<file path="src/rtl/ks_pkg.sv">
// Shared sizing helpers for the pipelined Kogge-Stone adder.
package ks_pkg;

  // Ceiling log2 that is usable in constant expressions.
  function automatic int ks_clog2(input int n);
    int r;
    r = 0;
    for (int i = 0; i < 32; i++)
      if ((1 << r) < n) r++;
    return r;
  endfunction

  // Number of prefix-register stages: one register per REG_EVERY levels,
  // with a partial last group still getting its own register.
  function automatic int ks_nstage(input int width, input int reg_every);
    return (ks_clog2(width) + reg_every - 1) / reg_every;
  endfunction

  // Accept-edge to out_valid latency: prefix stages plus the output register.
  function automatic int ks_lat(input int width, input int reg_every);
    return ks_nstage(width, reg_every) + 1;
  endfunction

endpackage

</file>
<file path="src/rtl/ks_prefix_level.sv">
// One combinational Kogge-Stone prefix row: black cells combine with the
// position DIST below, positions below DIST pass straight through.
module ks_prefix_level #(
  parameter int WIDTH = 16,
  parameter int DIST  = 1
) (
  input  logic [WIDTH-1:0] i_g,
  input  logic [WIDTH-1:0] i_p,
  output logic [WIDTH-1:0] o_g,
  output logic [WIDTH-1:0] o_p
);

  for (genvar i = 0; i < WIDTH; i++) begin : g_bit
    if (i >= DIST) begin : g_cell
      assign o_g[i] = i_g[i] | (i_p[i] & i_g[i-DIST]);
      assign o_p[i] = i_p[i] & i_p[i-DIST];
    end else begin : g_pass
      assign o_g[i] = i_g[i];
      assign o_p[i] = i_p[i];
    end
  end

endmodule

</file>
<file path="src/rtl/kogge_stone_pipe.sv">
// Pipelined Kogge-Stone adder/subtractor with tag sideband and a single
// global stall enable (no bubble collapse).
module kogge_stone_pipe
  import ks_pkg::*;
#(
  parameter int WIDTH     = 16,
  parameter int REG_EVERY = 1,
  parameter int TAG_W     = 4
) (
  input  logic             clk,
  input  logic             rst,
  input  logic             in_valid,
  output logic             in_ready,
  input  logic [WIDTH-1:0] a,
  input  logic [WIDTH-1:0] b,
  input  logic             cin,
  input  logic             sub,
  input  logic [TAG_W-1:0] tag,
  output logic             out_valid,
  input  logic             out_ready,
  output logic [WIDTH-1:0] sum,
  output logic             cout,
  output logic             ovf,
  output logic [TAG_W-1:0] out_tag
);

  localparam int LOG2W  = ks_clog2(WIDTH);
  localparam int NSTAGE = ks_nstage(WIDTH, REG_EVERY);

  // One pipeline slot: the op's valid and tag, the conditioned carry-in,
  // the bit-level propagate (needed for the final sum) and the group G/P.
  typedef struct packed {
    logic             valid;
    logic [TAG_W-1:0] tag;
    logic             c0;
    logic [WIDTH-1:0] p_bit;
    logic [WIDTH-1:0] g_grp;
    logic [WIDTH-1:0] p_grp;
  } stage_t;

  stage_t r_st  [NSTAGE+1];
  stage_t w_nxt [NSTAGE+1];

  logic [WIDTH-1:0] w_gi [LOG2W];
  logic [WIDTH-1:0] w_pi [LOG2W];
  logic [WIDTH-1:0] w_go [LOG2W];
  logic [WIDTH-1:0] w_po [LOG2W];

  logic             w_en;
  logic [WIDTH-1:0] w_bx, w_gbit, w_pbit, w_g0;
  logic             w_c0;
  logic [WIDTH-1:0] w_carry, w_sum;
  logic             w_cout, w_ovf;

  logic             r_out_valid;
  logic [WIDTH-1:0] r_sum;
  logic             r_cout, r_ovf;
  logic [TAG_W-1:0] r_tag;

  // Every stage moves together whenever the output slot is empty or draining.
  assign w_en     = !r_out_valid || out_ready;
  assign in_ready = w_en;

  // Operand conditioning: subtract is A + ~B + ~cin.
  assign w_bx   = b ^ {WIDTH{sub}};
  assign w_c0   = cin ^ sub;
  assign w_gbit = a & w_bx;
  assign w_pbit = a ^ w_bx;
  // Carry-in is treated as a generate below bit 0, so G[i] becomes the true
  // carry out of bit i once the tree has finished.
  assign w_g0   = w_gbit | {{(WIDTH-1){1'b0}}, w_pbit[0] & w_c0};

  assign w_nxt[0] = '{valid: in_valid, tag: tag, c0: w_c0,
                      p_bit: w_pbit, g_grp: w_g0, p_grp: w_pbit};

  // Prefix levels; a level reads from a register at each group boundary and
  // from the previous level's wires otherwise.
  for (genvar k = 0; k < LOG2W; k++) begin : g_lvl
    if (k % REG_EVERY == 0) begin : g_from_reg
      assign w_gi[k] = r_st[k/REG_EVERY].g_grp;
      assign w_pi[k] = r_st[k/REG_EVERY].p_grp;
    end else begin : g_chain
      assign w_gi[k] = w_go[k-1];
      assign w_pi[k] = w_po[k-1];
    end
    ks_prefix_level #(.WIDTH(WIDTH), .DIST(1 << k)) u_lvl (
      .i_g (w_gi[k]),
      .i_p (w_pi[k]),
      .o_g (w_go[k]),
      .o_p (w_po[k])
    );
  end

  // Stage s captures the last level of its group (last group may be short).
  for (genvar s = 1; s <= NSTAGE; s++) begin : g_stg
    localparam int LAST = ((s * REG_EVERY < LOG2W) ? s * REG_EVERY : LOG2W) - 1;
    assign w_nxt[s] = '{valid: r_st[s-1].valid, tag: r_st[s-1].tag,
                        c0: r_st[s-1].c0, p_bit: r_st[s-1].p_bit,
                        g_grp: w_go[LAST], p_grp: w_po[LAST]};
  end

  // Stage registers: flush on reset, otherwise advance all slots on enable.
  always_ff @(posedge clk) begin
    if (rst) begin
      for (int s = 0; s <= NSTAGE; s++) r_st[s] <= '0;
    end else if (w_en) begin
      for (int s = 0; s <= NSTAGE; s++) r_st[s] <= w_nxt[s];
    end
  end

  // Result formation from the last prefix register.
  assign w_carry = {r_st[NSTAGE].g_grp[WIDTH-2:0], r_st[NSTAGE].c0};
  assign w_sum   = r_st[NSTAGE].p_bit ^ w_carry;
  assign w_cout  = r_st[NSTAGE].g_grp[WIDTH-1];
  assign w_ovf   = w_carry[WIDTH-1] ^ w_cout;

  // Output register: refilled in the same cycle it is drained.
  always_ff @(posedge clk) begin
    if (rst) begin
      r_out_valid <= 1'b0;
      r_sum       <= '0;
      r_cout      <= 1'b0;
      r_ovf       <= 1'b0;
      r_tag       <= '0;
    end else if (w_en) begin
      r_out_valid <= r_st[NSTAGE].valid;
      if (r_st[NSTAGE].valid) begin
        r_sum  <= w_sum;
        r_cout <= w_cout;
        r_ovf  <= w_ovf;
        r_tag  <= r_st[NSTAGE].tag;
      end
    end
  end

  assign out_valid = r_out_valid;
  assign sum       = r_sum;
  assign cout      = r_cout;
  assign ovf       = r_ovf;
  assign out_tag   = r_tag;

endmodule
</file>
<file path="config.mk">
export PLATFORM = sky130hd
export DESIGN_NAME = kogge_stone_pipe
export DESIGN_NICKNAME = d
export VERILOG_FILES = /design/src/rtl/ks_pkg.sv /design/src/rtl/ks_prefix_level.sv /design/src/rtl/kogge_stone_pipe.sv
export SDC_FILE = /design/constraint.sdc
export NUM_CORES = 1
export LEC_CHECK = 0
export CAP_MARGIN = 15
export CORE_AREA = 3 3 152 154
export CTS_CLUSTER_DIAMETER = 100
export DETAILED_ROUTE_END_ITERATION = 10
export DIE_AREA = 0 0 155 157
export SYNTH_ARGS = -nofsm -noshare
export SYNTH_HDL_FRONTEND = slang
export SYNTH_SLANG_ARGS = --single-unit
export TNS_END_PERCENT = 10
</file>
<file path="constraint.sdc">
create_clock -name clk -period 7 [get_ports clk]
set_input_delay 1.05 -clock clk [delete_from_list [all_inputs] [get_ports clk]]
set_output_delay 1.05 -clock clk [all_outputs]
set_load 0.02 [all_outputs]
</file>
==> results of run 1 <==
## path summary, 6_finish.rpt
check	startpoint	to	slack, ns	cells after the start
max	out_ready	in_ready	3.48	4
min	sum[12]	sum[12]	0.48	1
min reg2reg	sum[12]	sum[12]	0.48	1
max reg2reg	out_valid	r_st[0][23]	4.53	3
## registers in the layout, summed over array words and instances, names as in the netlist
name / cells
r_st: 224
cout: 1
ovf: 1
out_valid: 1
out_tag: 4
sum: 16
## layout make-up
type,count,area [µm²]
clock buffer,28,637
tap,280,350
multi-input combinational,363,2340
clock inverter,18,135
fill,1818,10500
timing repair buffer,69,706
sequential,247,7190
inverter,2,15.0
## through the flow
step / hold WS [ns] / std cells
after CTS: 0.482 / 1006
after global placement: 0.464 / 960
after floorplan: 0.492 / 644
after detailed placement: 0.468 / 960
after global routing: 0.500 / 1007
final: 0.475 / 1007
## power by group
part | switching [µW] | internal, µW | leakage, µW
Clock | 510 | 725 | 0.000378
Sequential | 27.6 | 1660 | 0.00290
Combinational | 55.4 | 59.6 | 0.00146
## layer usage
layer / global-route usage / wire, µm / vias up
met3: 0.0231 / 699 / 26
met5: 0 / 0 / -
met4: 0.0328 / 299 / 0
met1: 0.153 / 6360 / 2156
li1: - / - / 2431
met2: 0.192 / 6570 / 97
## layout by cell type (no fill, tap or decap), drive strengths merged
cell / netlist / final
and2: 139 / 139
o21ai: 5 / 5
dfxtp: 23 / 23
nand2b: 1 / 1
o21a: 1 / 1
ha: 16 / 16
nand3: 5 / 5
bufinv: 0 / 2
or2b: 1 / 1
nor2b: 2 / 2
clkdlybuf4s50: 0 / 65
a21oi: 56 / 56
buf: 17 / 4
nor2: 51 / 51
xor2: 33 / 33
and3: 34 / 34
inv: 2 / 3
nor3: 1 / 1
clkinvlp: 0 / 1
xnor2: 1 / 1
clkinv: 0 / 14
edfxtp: 224 / 224
clkbuf: 15 / 28
a22o: 17 / 17
## kinds of logic after synthesis
kind of cell	share of synthesized area
and+or+nand+nor	0.139
buffers and inverters	0.0221
adders and majority gates	0.0206
DFF	0.738
xor gates and xnor gates	0.0306
AOI/OAI and AO/OA	0.0495
## worst register-to-register path: cells and delay by family, from the launching register on
kind	cells	cell delay [ns]
flops	1	0.31
simple gates	2	0.99
buf+inv	1	0.65
==> results.yml, run 1 <==
die:
  io_pins: 66
  coreArea_um2: 21800
  chipWidth_um: 155
  die_h_um: 157
  rows: 54
  initial_utilization: 0.446
  die_area_um2: 24300
finish:
  stdcell_area_um2: 11400
  final_core_util: 0.521
  nNetsFinal: 766
  n_antenna_cell: 0
  layout-drive-gt1-share: 0.0715
  area_growth_pct: 16.8
clocking:
  cts_hold_buf: 0
  clk_pin_slew_worst_paths_ns: 0.06
  clock-root-buffer: "clkbuf_16"
  cts_resized: 0
  cts_buffer_depth: 3
  clk_latency_ns: 0.51
  cts_tree: "yes"
  cts_setup_buffers: 0
  cts_sinks: 247
  cts-buffers-inserted: 25
  htree_levels: 1
setup_path:
  path_common_cell: "clkdlybuf4s50_1"
  worst_setup_path_end_kind: "output pin"
  critPathKind: "in2out"
  cpPeakStageDelay_ns: 0.55
  path_delay_family: "buffers and inverters"
  critPathMaxFanout: 9
  crit_buf_inv: 3
  required_ns: 5.95
  critPathLaunchType: "input port"
  slowest_stage: "clkdlybuf4s50_1"
  arrival_ns: 2.47
  critical_path.cell_chain: "clkdlybuf4s50_1 -> nor2b_4 -> inv_8 -> clkdlybuf4s50_1"
sta:
  worst_pin_slew_ns: 0.967
  fin_tns_setup_ns: 0
  rsz0062_at_grt: "false"
  max_slew_margin: 0.355
  setup_slack_ns: 3.48
  hold_violations: 0
  period_share: 0.502
  finalSetupViolCount: 0
  clock_skew_ns: 0.00698
  fmax_ghz: 0.284
  fin_crit_ns: 3.52
  drv_slew: 0
drt:
  ant_nets: 0
  post_drt_wl_per_cell_um: 13.8
  drc: 0
  vias: 4710
  finalWirelength_um: 13900
  dr.pass1.iters: 4
  via_per_inst: 4.68
  drt-initial-drc-count: 270
yosys:
  yosysTopAreaCellShare: 0.691
  synthDistinctLibCells: 29
  async_flop_share: 0
  ys_ff_latch: 247
  yosysWarningCount: 0
  yosysTopAreaCell: "edfxtp_1"
  avgSynthCellArea_um2: 15.1
  syn-cell-area_um2: 9740
  syn-instance-count: 644
  syn-num-nets: 702
  synth_most_common_cell: "edfxtp_1"
  synth_edf_count: 224
  synth_common_cells: "edfxtp_1 (224), and2_1 (139), a21oi_1 (55)"
  ys_seq_area_frac: 0.738
  synthFlopType: "edfxtp_1"
  synth.area.top_cells: "edfxtp_1 (69%), and2_1 (8.9%), dfxtp_1 (4.7%)"
grt:
  grt_pass1_wl_um: 23200
  grt_pass1_vias: 4689
  grt_use_total: 0.114
  overflow: 0
  antenna_found_initial: 0
  grt_max_degree: 154
place:
  pre_cts_slack_ns: 3.02
  place_hpwl_um: 8600
  port-buffer-count: 65
  gp_congestion: 0.748
  placed_area_um2: 10600
job:
  maxCapViolCount: 0
pwr:
  p_leak_uw: 0.00474
  power_density_nw_per_um2: 267
  finalPower_uw: 3040
  max-vdd-ir-drop_mv: 0.112
status:
  status: "complete, no violations"
hold_path:
  holdCritPathClass: "reg2reg"
(Power assumes the default switching activity.)
==> run 2: changes to the inputs <==
==> constraint.sdc (replaced) <==
create_clock -name clk -period 3.23 [get_ports clk]
set_input_delay 0.4845 -clock clk [delete_from_list [all_inputs] [get_ports clk]]
set_output_delay 0.4845 -clock clk [all_outputs]
set_load 0.02 [all_outputs]
==> run 2 against run 1 <==
Register-to-register slack lost 3.0 ns. Combinational power is 120% higher. Total power increased by 110%. Routed wire length increased by 1.4%. Cell area up 0.88%. Count of clock-buffer cells in the layout grew 4. Via count grew 1.5%. Sequential share of layout area decreased by 0.55 points.
==> results.yml, run 2 (synthesis results as in run 1) <==
clocking:
  cts_resized: 0
  clk_pin_slew_worst_paths_ns: 0.06
  cts_sinks: 247
  cts_setup_buffers: 0
  cts_hold_buf: 0
  cts_tree: "yes"
  cts-buffers-inserted: 26
  cts_buffer_depth: 3
  clock-root-buffer: "clkbuf_16"
  clk_latency_ns: 0.52
  htree_levels: 1
sta:
  fin_tns_setup_ns: 0
  rsz0062_at_grt: "false"
  max_slew_margin: 0.589
  holdWs_ns: 0.477
  fin_crit_ns: 2.37
  period_share: 0.735
  hold_violations: 0
  fmax_ghz: 0.421
  clock_skew_ns: 0.0129
  worst_pin_slew_ns: 0.614
  drv_slew: 0
  finalSetupViolCount: 0
setup_path:
  required_ns: 2.75
  critPathLaunchType: "input port"
  worst_setup_path_end_kind: "output pin"
  critical_path.cell_chain: "clkdlybuf4s50_1 -> nor2b_4 -> inv_8 -> clkdlybuf4s50_1"
  critPathKind: "in2out"
  crit_buf_inv: 3
  critPathMaxFanout: 9
  slowest_stage: "clkdlybuf4s50_1"
  arrival_ns: 1.89
  cpPeakStageDelay_ns: 0.54
  path_delay_family: "buffers and inverters"
  rrSetupSlack_ns: 1.51
  path_common_cell: "clkdlybuf4s50_1"
die:
  rows: 54
  initial_utilization: 0.446
  chipWidth_um: 155
  die_h_um: 157
  io_pins: 66
  coreArea_um2: 21800
  die_area_um2: 24300
place:
  port-buffer-count: 65
  place_hpwl_um: 9350
  placed_area_um2: 10700
  gp_congestion: 0.747
hold_path:
  holdCritPathClass: "reg2reg"
grt:
  grt_use_total: 0.117
  overflow: 0
  grt_pass1_wl_um: 23500
  antenna_found_initial: 0
  grt_pass1_vias: 4721
  grt_max_degree: 175
finish:
  area_growth_pct: 17.8
  top_register: "r_st"
  most-common-layout-cells: "edfxtp_1 (224), and2_1 (139), clkdlybuf4s50_1 (65), a21oi_1 (55), nor2_1 (50)"
  largest_register_ffs: 224
  multi_input_area_um2: 2340
  nNetsFinal: 777
  n_antenna_cell: 0
  layout-drive-gt1-share: 0.0814
  fill_cells: 1806
  final_common_cell: "edfxtp_1"
  stdcell_area_um2: 11500
  seq_area_um2: 7190
pwr:
  p_leak_uw: 0.00480
  power_density_nw_per_um2: 564
  max-vdd-ir-drop_mv: 0.299
drt:
  drt-initial-drc-count: 270
  ant_nets: 0
  via_per_inst: 4.70
  dr.pass1.iters: 4
  post_drt_wl_per_cell_um: 13.9
  finalWirelength_um: 14100
  vias: 4782
  drc: 0
job:
  maxCapViolCount: 0
status:
  status: "complete, no violations"
## run 2: changes by cell type in the layout (fill, tap and decap cells not counted), moves of 2 or more
cell / before / now
buf_4: 2 / 8
buf_12: 2 / 6
clkbuf_1: 3 / 6
bufinv_16: 2 / 0
## run 2: worst min-delay path: cells and delay by family, from the launching register on
| family | cells | cell delay (ns) |
|---|---|---|
| DFF | 1 | 0.31 |
| AOI/OAI and AO/OA | 2 | 0.12 |
## run 2: final timing paths
| path | from | to | cells after the start |
|---|---|---|---|
| setup / recovery | out_ready | in_ready | 4 |
| hold / removal | cout | cout | 2 |
| setup reg to reg | out_valid | r_st[0][64] | 3 |
| hold reg to reg | cout | cout | 2 |
## run 2: metal layers
layer	global-route usage	wire length, µm
met1	0.160	6430
met2	0.194	6770
met3	0.0234	585
met4	0.0324	331
met5	0	0
## run 2: stage by stage
stage	util	instances	power, µW	setup WS (ns)
floorplan	-	644	3870	0.424
global placement	0.491	971	3980	0.714
detailed placement	0.491	971	3980	0.667
CTS	0.526	1017	6560	0.844
global route	0.526	1017	6750	0.801
finish	0.526	1017	6470	0.857
## run 2: layout make-up
type                    instances  share of cell area
well taps                     280              0.0305
clock inverters                14             0.00644
clock buffers                  32              0.0587
repair buffers                 79              0.0724
flip-flops and latches        247               0.627
multi-input cells             363               0.204
inverters                       2             0.00131
## run 2: power by group
| group | switching [µW] | internal [µW] |
|---|---|---|
| Sequential | 59.1 | 3600 |
| Clock | 1090 | 1470 |
| Combinational | 120 | 130 |
| Total | 1270 | 5200 |
==> run 3: changes to the inputs <==
==> constraint.sdc (replaced) <==
create_clock -name clk -period 2.3 [get_ports clk]
set_input_delay 0.345 -clock clk [delete_from_list [all_inputs] [get_ports clk]]
set_output_delay 0.345 -clock clk [all_outputs]
set_load 0.02 [all_outputs]
==> run 3 against run 2 <==
Non-clock buffer count is 4 higher. Global-route usage is 0.052 points lower. Worst hold slack worse by 0.00064 ns. Routed wire length is 1.1% higher. Sequential power is 40% higher. Die area stayed put. Total power is 41% higher. Sequential cell count stayed put. First-iteration DRC count is 28% higher. Register-to-register slack worse by 0.85 ns. Highest routed layer unchanged.
==> results.yml, run 3 (synthesis results as in run 1) <==
status:
  status: "complete, no violations"
clocking:
  cts_setup_buffers: 0
  clk_latency_ns: 0.51
  cts_buffer_depth: 3
  cts_sinks: 247
  cts-buffers-inserted: 25
  clock-root-buffer: "clkbuf_16"
  clk_pin_slew_worst_paths_ns: 0.06
  htree_levels: 1
  cts_resized: 0
  cts_tree: "yes"
  cts_hold_buf: 0
pwr:
  max-vdd-ir-drop_mv: 0.474
  power_density_nw_per_um2: 793
  finalPower_uw: 9140
  p_leak_uw: 0.00483
setup_path:
  worstRegToRegCells: 4
  crit_start: "out_valid"
  required_ns: 1.96
  critPathMaxFanout: 9
  rrSetupSlack_ns: 0.66
  r2r_start: "out_valid"
  reg2reg_to: "r_st[0][152]"
  critPathLaunchType: "flip-flop"
  path_delay_family: "buffers and inverters"
  critPathKind: "reg2out"
  worst_setup_path_end_kind: "output pin"
  arrival_ns: 1.78
  cp.depth: 3
  critical_path.cell_chain: "nor2b_4 -> inv_8 -> clkdlybuf4s50_1"
  crit_buf_inv: 2
  cpPeakStageDelay_ns: 0.54
  slowest_stage: "clkdlybuf4s50_1"
finish:
  n_antenna_cell: 0
  nNetsFinal: 780
  finalNonFillerCells: 1021
  final_common_cell: "edfxtp_1"
  largest_register_ffs: 224
  top_register: "r_st"
  fill_cells: 1812
  final_core_util: 0.528
  layout-drive-gt1-share: 0.0891
  area_growth_pct: 18.3
  most-common-layout-cells: "edfxtp_1 (224), and2_1 (139), clkdlybuf4s50_1 (65), a21oi_1 (55), nor2_1 (50)"
drt:
  via_per_inst: 4.64
  drt-initial-drc-count: 346
  dr.pass1.iters: 4
  finalWirelength_um: 14300
  drc: 0
  vias: 4737
  ant_nets: 0
  post_drt_wl_per_cell_um: 14.0
grt:
  grt_pass1_vias: 4704
  antenna_found_initial: 0
  grt_max_degree: 96
  grt_pass1_wl_um: 23500
  overflow: 0
  grt_use_total: 0.117
place:
  dp.cells: 975
  gp_congestion: 0.743
  pre_cts_slack_ns: 0.173
  port-buffer-count: 65
  place_hpwl_um: 9700
hold_path:
  holdPathStages: 1
  hold_start: "sum[10]"
  min_to: "sum[10]"
  holdCritPathClass: "reg2reg"
sta:
  max_slew_margin: 0.602
  finalSetupViolCount: 0
  worst_pin_slew_ns: 0.595
  fmax_ghz: 0.471
  period_share: 0.923
  fin_crit_ns: 2.12
  hold_violations: 0
  setup_slack_ns: 0.176
  drv_slew: 0
  rsz0062_at_grt: "false"
  clock_skew_ns: 0.0143
  fin_tns_setup_ns: 0
job:
  maxCapViolCount: 0
die:
  initial_utilization: 0.446
  coreArea_um2: 21800
  die_area_um2: 24300
  rows: 54
  io_pins: 66
  chipWidth_um: 155
  die_h_um: 157
## run 3: metrics by stage
stage,cell area [µm²],hold WS (ns)
after floorplan,9740,0.492
after global routing,11500,0.470
after CTS,11500,0.472
final,11500,0.476
after global placement,10800,0.465
after detailed placement,10800,0.466
## run 3: layout make-up
class | instances | area, µm² | share of cell area
Sequential cell | 247 | 7190 | 0.624
Clock inverter | 12 | 83.8 | 0.00728
Inverter | 2 | 15.0 | 0.00130
Multi-Input combinational cell | 363 | 2340 | 0.203
Tap cell | 280 | 350 | 0.0304
Timing Repair Buffer | 83 | 886 | 0.0769
Clock buffer | 34 | 659 | 0.0572
## run 3: worst max path at each step
| stage | endpoint |
|---|---|
| 2_1_floorplan | r_st[0][100] |
| 3_3_place_gp | r_st[0][101] |
| 3_5_place_dp | r_st[0][100] |
| 4_1_cts | in_ready |
| 5_1_grt | in_ready |
| 6_report | in_ready |
## run 3: metal layers
metal,GRT usage,part of all wire,wire (µm),vias up
met5,0,0,0,-
met4,0.0336,0.028,396,0
met3,0.0223,0.044,631,28
met2,0.199,0.48,6780,104
met1,0.154,0.45,6460,2145
li1,-,-,-,2460
## run 3: power by group
group	internal (µW)	total (µW)	leakage [µW]	switching [µW]
clock network	2120	3640	0.000367	1520
logic	194	366	0.00156	172
registers	5050	5130	0.00290	81.0
total	7370	9140	0.00483	1770
## run 3: worst register-to-register path, cell delays in order, from the launching register on
cell and delay (ns):
dfxtp_2 0.32, nor2b_4 0.34, or2b_4 0.38, buf_12 0.18
buf_12 0.18
